File: src/rtl/yc_fsm_pkg.sv
// Shared definitions for the dual-rail token matcher: token encodings,
// the validity and result helpers, and the controller state type.
package yc_fsm_pkg;

  localparam logic [1:0] TOK_EMPTY = 2'b00;
  localparam logic [1:0] TOK_ZERO  = 2'b01;
  localparam logic [1:0] TOK_ONE   = 2'b10;
  localparam logic [1:0] TOK_ERR   = 2'b11;

  typedef enum logic [1:0] {
    IDLE   = 2'd0,
    GOT_IN = 2'd1,
    FULL   = 2'd2
  } state_t;

  // Only the two single-rail-high codes carry data; empty and error do not.
  function automatic logic tok_valid(input logic [1:0] tok);
    return (tok == TOK_ZERO) || (tok == TOK_ONE);
  endfunction

  // Dual-rail AND of two valid tokens; never yields TOK_ERR for valid operands.
  function automatic logic [1:0] tok_result(input logic [1:0] a, input logic [1:0] b);
    logic [1:0] r;
    r[1] = a[1] & b[1];
    r[0] = a[0] | (a[1] & b[0]);
    return r;
  endfunction

endpackage

File: src/rtl/yc_fsm.sv
// Dual-rail token matcher: captures an input token and a match token, then
// presents their dual-rail AND until both inputs return to empty.
module yc_fsm
  import yc_fsm_pkg::*;
(
  input  logic       clk,
  input  logic       reset,
  input  logic [1:0] in,
  input  logic [1:0] match,
  output logic [1:0] out
);

  state_t     state_reg;
  logic [1:0] lin_reg;
  logic [1:0] lmatch_reg;
  logic [1:0] out_reg;

  always_ff @(posedge clk or posedge reset) begin
    if (reset) begin
      state_reg  <= IDLE;
      lin_reg    <= TOK_EMPTY;
      lmatch_reg <= TOK_EMPTY;
      out_reg    <= TOK_EMPTY;
    end else begin
      case (state_reg)
        IDLE: begin
          // A lone match token is not captured; the input token must lead.
          if (tok_valid(in) && tok_valid(match)) begin
            lin_reg    <= in;
            lmatch_reg <= match;
            out_reg    <= tok_result(in, match);
            state_reg  <= FULL;
          end else if (tok_valid(in)) begin
            lin_reg   <= in;
            state_reg <= GOT_IN;
          end
        end
        GOT_IN: begin
          if (tok_valid(match)) begin
            lmatch_reg <= match;
            out_reg    <= tok_result(lin_reg, match);
            state_reg  <= FULL;
          end
        end
        FULL: begin
          if ((in == TOK_EMPTY) && (match == TOK_EMPTY)) begin
            lin_reg    <= TOK_EMPTY;
            lmatch_reg <= TOK_EMPTY;
            out_reg    <= TOK_EMPTY;
            state_reg  <= IDLE;
          end else begin
            out_reg <= tok_result(lin_reg, lmatch_reg);
          end
        end
        default: begin
          lin_reg    <= TOK_EMPTY;
          lmatch_reg <= TOK_EMPTY;
          out_reg    <= TOK_EMPTY;
          state_reg  <= IDLE;
        end
      endcase
    end
  end

  assign out = out_reg;

endmodule

File: config.mk
export PLATFORM = sky130hd
export DESIGN_NAME = yc_fsm
export DESIGN_NICKNAME = d
export VERILOG_FILES = /design/src/rtl/yc_fsm_pkg.sv /design/src/rtl/yc_fsm.sv
export SDC_FILE = /design/constraint.sdc
export NUM_CORES = 1
export LEC_CHECK = 0
export BUFFER_PORTS_ARGS = -buffer_cell sky130_fd_sc_hd__buf_4
export CORE_MARGIN = 4
export CORE_UTILIZATION = 24
export CTS_CLUSTER_DIAMETER = 100
export DETAILED_ROUTE_END_ITERATION = 16
export GPL_TIMING_DRIVEN = 0
export PLACE_DENSITY = 0.4
export SLEW_MARGIN = 20
export SYNTH_ARGS = -nofsm -noshare
export SYNTH_HDL_FRONTEND = slang
export SYNTH_SLANG_ARGS = --single-unit
File: constraint.sdc
create_clock -name clk -period 1.85 [get_ports clk]
set_clock_uncertainty 0.2 [all_clocks]
set_input_delay 0.2775 -clock clk [delete_from_list [all_inputs] [get_ports clk]]
set_output_delay 0.2775 -clock clk [all_outputs]
set_load 0.01 [all_outputs]
**Word level (Yosys, flattened, before mapping)**

Cells that the tools add are included.

- Word-level logic and storage cells: 50
- Output and inout bits: 2
- Bits in registers: 8
- Input port bits: 6

- Bitwise operators: 10
- Reductions and logical operators: 11
- Multiplexer cells: 15
- Equality and inequality tests: 10

Operators with widths:

| kind | count |
|---|---|
| 2-bit case mux with 3 select lines | 4 |
| 2-bit two-way mux | 11 |
| 3-bit AND reduction | 3 |
| 1-bit bitwise AND | 6 |
| 2-bit by 1-bit equality test with 1-bit output, second input constant | 3 |
| 2-bit equality test, second input constant | 3 |
| 2-bit zero test | 3 |
| 2-bit != test, second input constant | 3 |
| 3-bit != test, second input constant | 1 |
| 1-bit bitwise OR | 3 |
| 1-bit logical AND | 2 |
| 1-bit logical OR | 2 |
| 2-bit AND reduction | 1 |
| 1-bit NOT | 1 |

**Depth between registers and ports, before layout**

- Depth after elaboration: 5
- Gate-level depth with buffers: 5
- Depth with buffers taken out: 5

**Worst setup path before layout**

OpenSTA, ideal clock, no wires.

- Path type: input-to-reg
- Start: in in[0]
- End: reg out_reg[0], in the netlist out[0]
- Path slack: 0.278 ns
- Arrival time: 1.246 ns
- Setup time: 0.126 ns
- Stages on the path: 5
- Data required time: 1.524 ns
- Buffers on the path: 0
- Path through: inv_1 -> ha_1 -> o21ai_1 -> o21ai_0 -> a221o_1

- Word-level cells in the longest chain between the ends: 5
- Elaborated cells between the ends (all ways): 12
- Those cells by class: eq/ne (3); mux (3); bitwise (1); reduce/logical (5)

RTL lines:

| item | line | text |
|---|---|---|
| start: declaration | yc_fsm.sv:8 | `input logic [1:0] in,` |
| 2-bit by 1-bit equality test with 1-bit output / 2-bit equality test (equally long branches) | yc_fsm_pkg.sv:18 | `return (tok == TOK_ZERO) \|\| (tok == TOK_ONE);` |
| 1-bit logical OR | yc_fsm_pkg.sv:18 |  |
| 1-bit logical AND | yc_fsm.sv:28 | `if (tok_valid(in) && tok_valid(match)) begin` |
| 2-bit != test (no line) | -- |  |
| 2-bit AND reduction (no line) | -- |  |
| end signal: assignment | yc_fsm.sv:31 | `out_reg <= tok_result(in, match);` |
| end signal: assignment | yc_fsm.sv:41 | `out_reg <= tok_result(lin_reg, match);` |
| end signal: assignment | yc_fsm.sv:52 | `out_reg <= tok_result(lin_reg, lmatch_reg);` |
| end: declaration | yc_fsm.sv:16 | `logic [1:0] out_reg;` |

Several ways; a longest one is shown, not always the timed one. The select of a mux whose other input is x is not followed.
A chain may end at the register's enable or synchronous reset.

**Worst setup path after layout**

- Start: in in[1]
- End: reg out_reg[0], in the netlist out[0]

Same word-level chain as after synthesis.

==> flow_metrics.tcl <==
set metrics [dict create \
    cp-end-kind "flop" \
    num_io_pins 8 \
    synth.avg_cell_area_um2 9.52 \
    grt_overflow 0 \
    diodes 0 \
    hp-class "in -> reg" \
    syn_inst 56 \
    via_per_inst 4.84 \
    clock-sinks 8 \
    design.die.area_mm2 0.00304 \
    reg2reg_slack_ns 0.41 \
    place_inst 90 \
    power.density_mw_per_mm2 1320 \
    place.detailed.hpwl_um 916 \
    place_congestion 0.753 \
    grt_pass1_wl_um 2110 \
    hold_viol 0 \
    cap_violations 0 \
    max_slew_margin_pct 73.4 \
    status "finished clean" \
    grt_start_max_net_pins 11 \
    firstDrtPassIters 4 \
    cp-startpoint "in[1]" \
    netlist.area_leader.share_pct 37.6 \
    period_minus_slack_ns 1.58 \
    nets 77 \
    num_vias 455 \
    hold_buffers 1 \
    die_h_um 55.1 \
    critical_path_class "in -> reg" \
    setup_violations 0 \
    antenna_found_initial 0 \
    synth-main-ff-cell "dfrtp_1" \
    post-route-util_pct 31.9 \
    async_flop_share_pct 100 \
    cts_max_level 1 \
    place.port_buffers 7 \
    fmax_mhz 631 \
    wire_per_inst_um 13.6 \
    tightest_slew_ns 0.398 \
    fin_crit_sh_pct 85.7 \
    initial_core_util_pct 26.1 \
    worst_path_max_delay_cell "ha_1" \
    mappedNetlistArea_um2 533 \
    ir_worst_vdd_mv 0.451 \
    tritoncts "yes" \
    yosysTopAreaCell "dfrtp_1" \
    rsz0062_at_grt "false" \
    first_global_vias 450 \
    ys_seq_area_share_pct 37.6 \
    row_count 16 \
    arrival_ns 1.53 \
    synth_cell_types 30 \
    clockRootBuffer "clkbuf_4" \
    clk_pin_slew_ns 0.06 \
    core_region_area_mm2 0.00204 \
    cts_buffers 3 \
    startpoint_type "primary input" \
    die_x_um 55.1 \
    ys_top_cells_by_count "dfrtp_1 (8), inv_1 (6), a21oi_1 (5)" \
    synth_area_leaders "dfrtp_1 (38%), o32ai_1 (4.9%), a21oi_1 (4.7%), ha_1 (4.7%), inv_1 (4.2%)" \
    r2r-start "state_reg[0]" \
    syn2layout_area_growth_pct 22.3 \
    holdCritStartpoint "match[0]" \
    crit_path_max_fanout 7 \
    cts_setup_buffers 0 \
    synth_edf_count 0 \
    leakage_nw 0.300 \
    yosys_warnings 0 \
    worstSkewPairLatency_ns 0.26 \
    crit_required_ns 1.79 \
    max_stage_delay_ns 0.36 \
    postCtsResizedCells 0 \
    synth_seq_cells 8 \
    synth_nets 64 \
    ant_nets 0 \
    final_layout_size_suffix_gt1_share_pct 28.4 \
    grt_util_all_layers_pct 9.93 \
    synth.most_common_cell "dfrtp_1" \
    drt_drc_violations_left 0 \
    clk_path_buf_depth 2 \
    final_max_slew_viol_count 0 \
    wl_um 1280 \
    worstPathCellList "buf_4, inv_1, ha_1, o21ai_1, o21ai_0, a221o_1" \
    drtIter0Drc 11 \
    fin_cells 94 \
]
## cell type report
class                           count  area, um2
Timing Repair Buffer                8       62.6
Clock buffer                        3       22.5
Tap cell                           27       33.8
Multi-Input combinational cell     40        292
Fill cell                         224       1390
Sequential cell                     8        200
Inverter                            6       22.5
Buffer                              2       18.8
## cell families after synthesis
logic type / after synthesis / share of synthesized area, %
adder cells (fa/ha/maj): 2 / 4.69
AO/OA/AOI/OAI: 20 / 28.4
flip-flops: 8 / 37.6
AND/OR/NAND/NOR: 18 / 21.6
buffers and inverters: 8 / 7.75
## per-stage QoR
stage	cell area (um2)	worst slack (ns)	power, mW	hold slack (ns)	TNS [ns]
3_5_place_dp	619	0.0100	0.728	0.0629	0
4_1_cts	652	0.267	0.871	0.160	0
5_1_grt	652	0.168	0.937	0.187	0
3_3_place_gp	619	-0.0317	0.738	0.0657	-0.0317
2_1_floorplan	533	0.278	0.610	-0.107	0
6_report	652	0.265	0.862	0.166	0
## cells in the final DEF, fill, tap and decap left out, types with 3 or more instances in the layout
cell type	instances
inv_1	6
dfrtp_1	8
clkbuf_4	3
buf_4	8
a21oi_1	5
o32ai_1	3
## worst paths after layout
kind,end,depth (start not counted)
worst max-delay path,out[0],6
worst min-delay path,lmatch_reg[0],3
worst max register to register,out[0],3
worst min register to register,out[1],1
max in group asynchronous,lin_reg[1],3
min in group asynchronous,out[0],3
## critical path, delay by kind of cell
family          cells  cell delay, ns
compound gates      3            0.75
fa+ha+maj           1            0.36
buf+inv             2            0.14
## report_power, final
group / total [mW] / leakage [nW] / switching, mW / internal, mW
sequential: 0.324 / 0.102 / 0.0749 / 0.250
clock: 0.138 / 0.0138 / 0.0630 / 0.0745
combinational: 0.400 / 0.184 / 0.195 / 0.206
total: 0.862 / 0.300 / 0.332 / 0.530
## routing by layer
metal	vias up	share of wire, %	track usage (%)
met5	-	0	0
met2	10	44	15.0
met3	2	4.9	4.02
met4	0	0.47	2.43
li1	228	-	-
met1	215	50	13.1
Note: power is estimated with default switching activity, not from simulation.
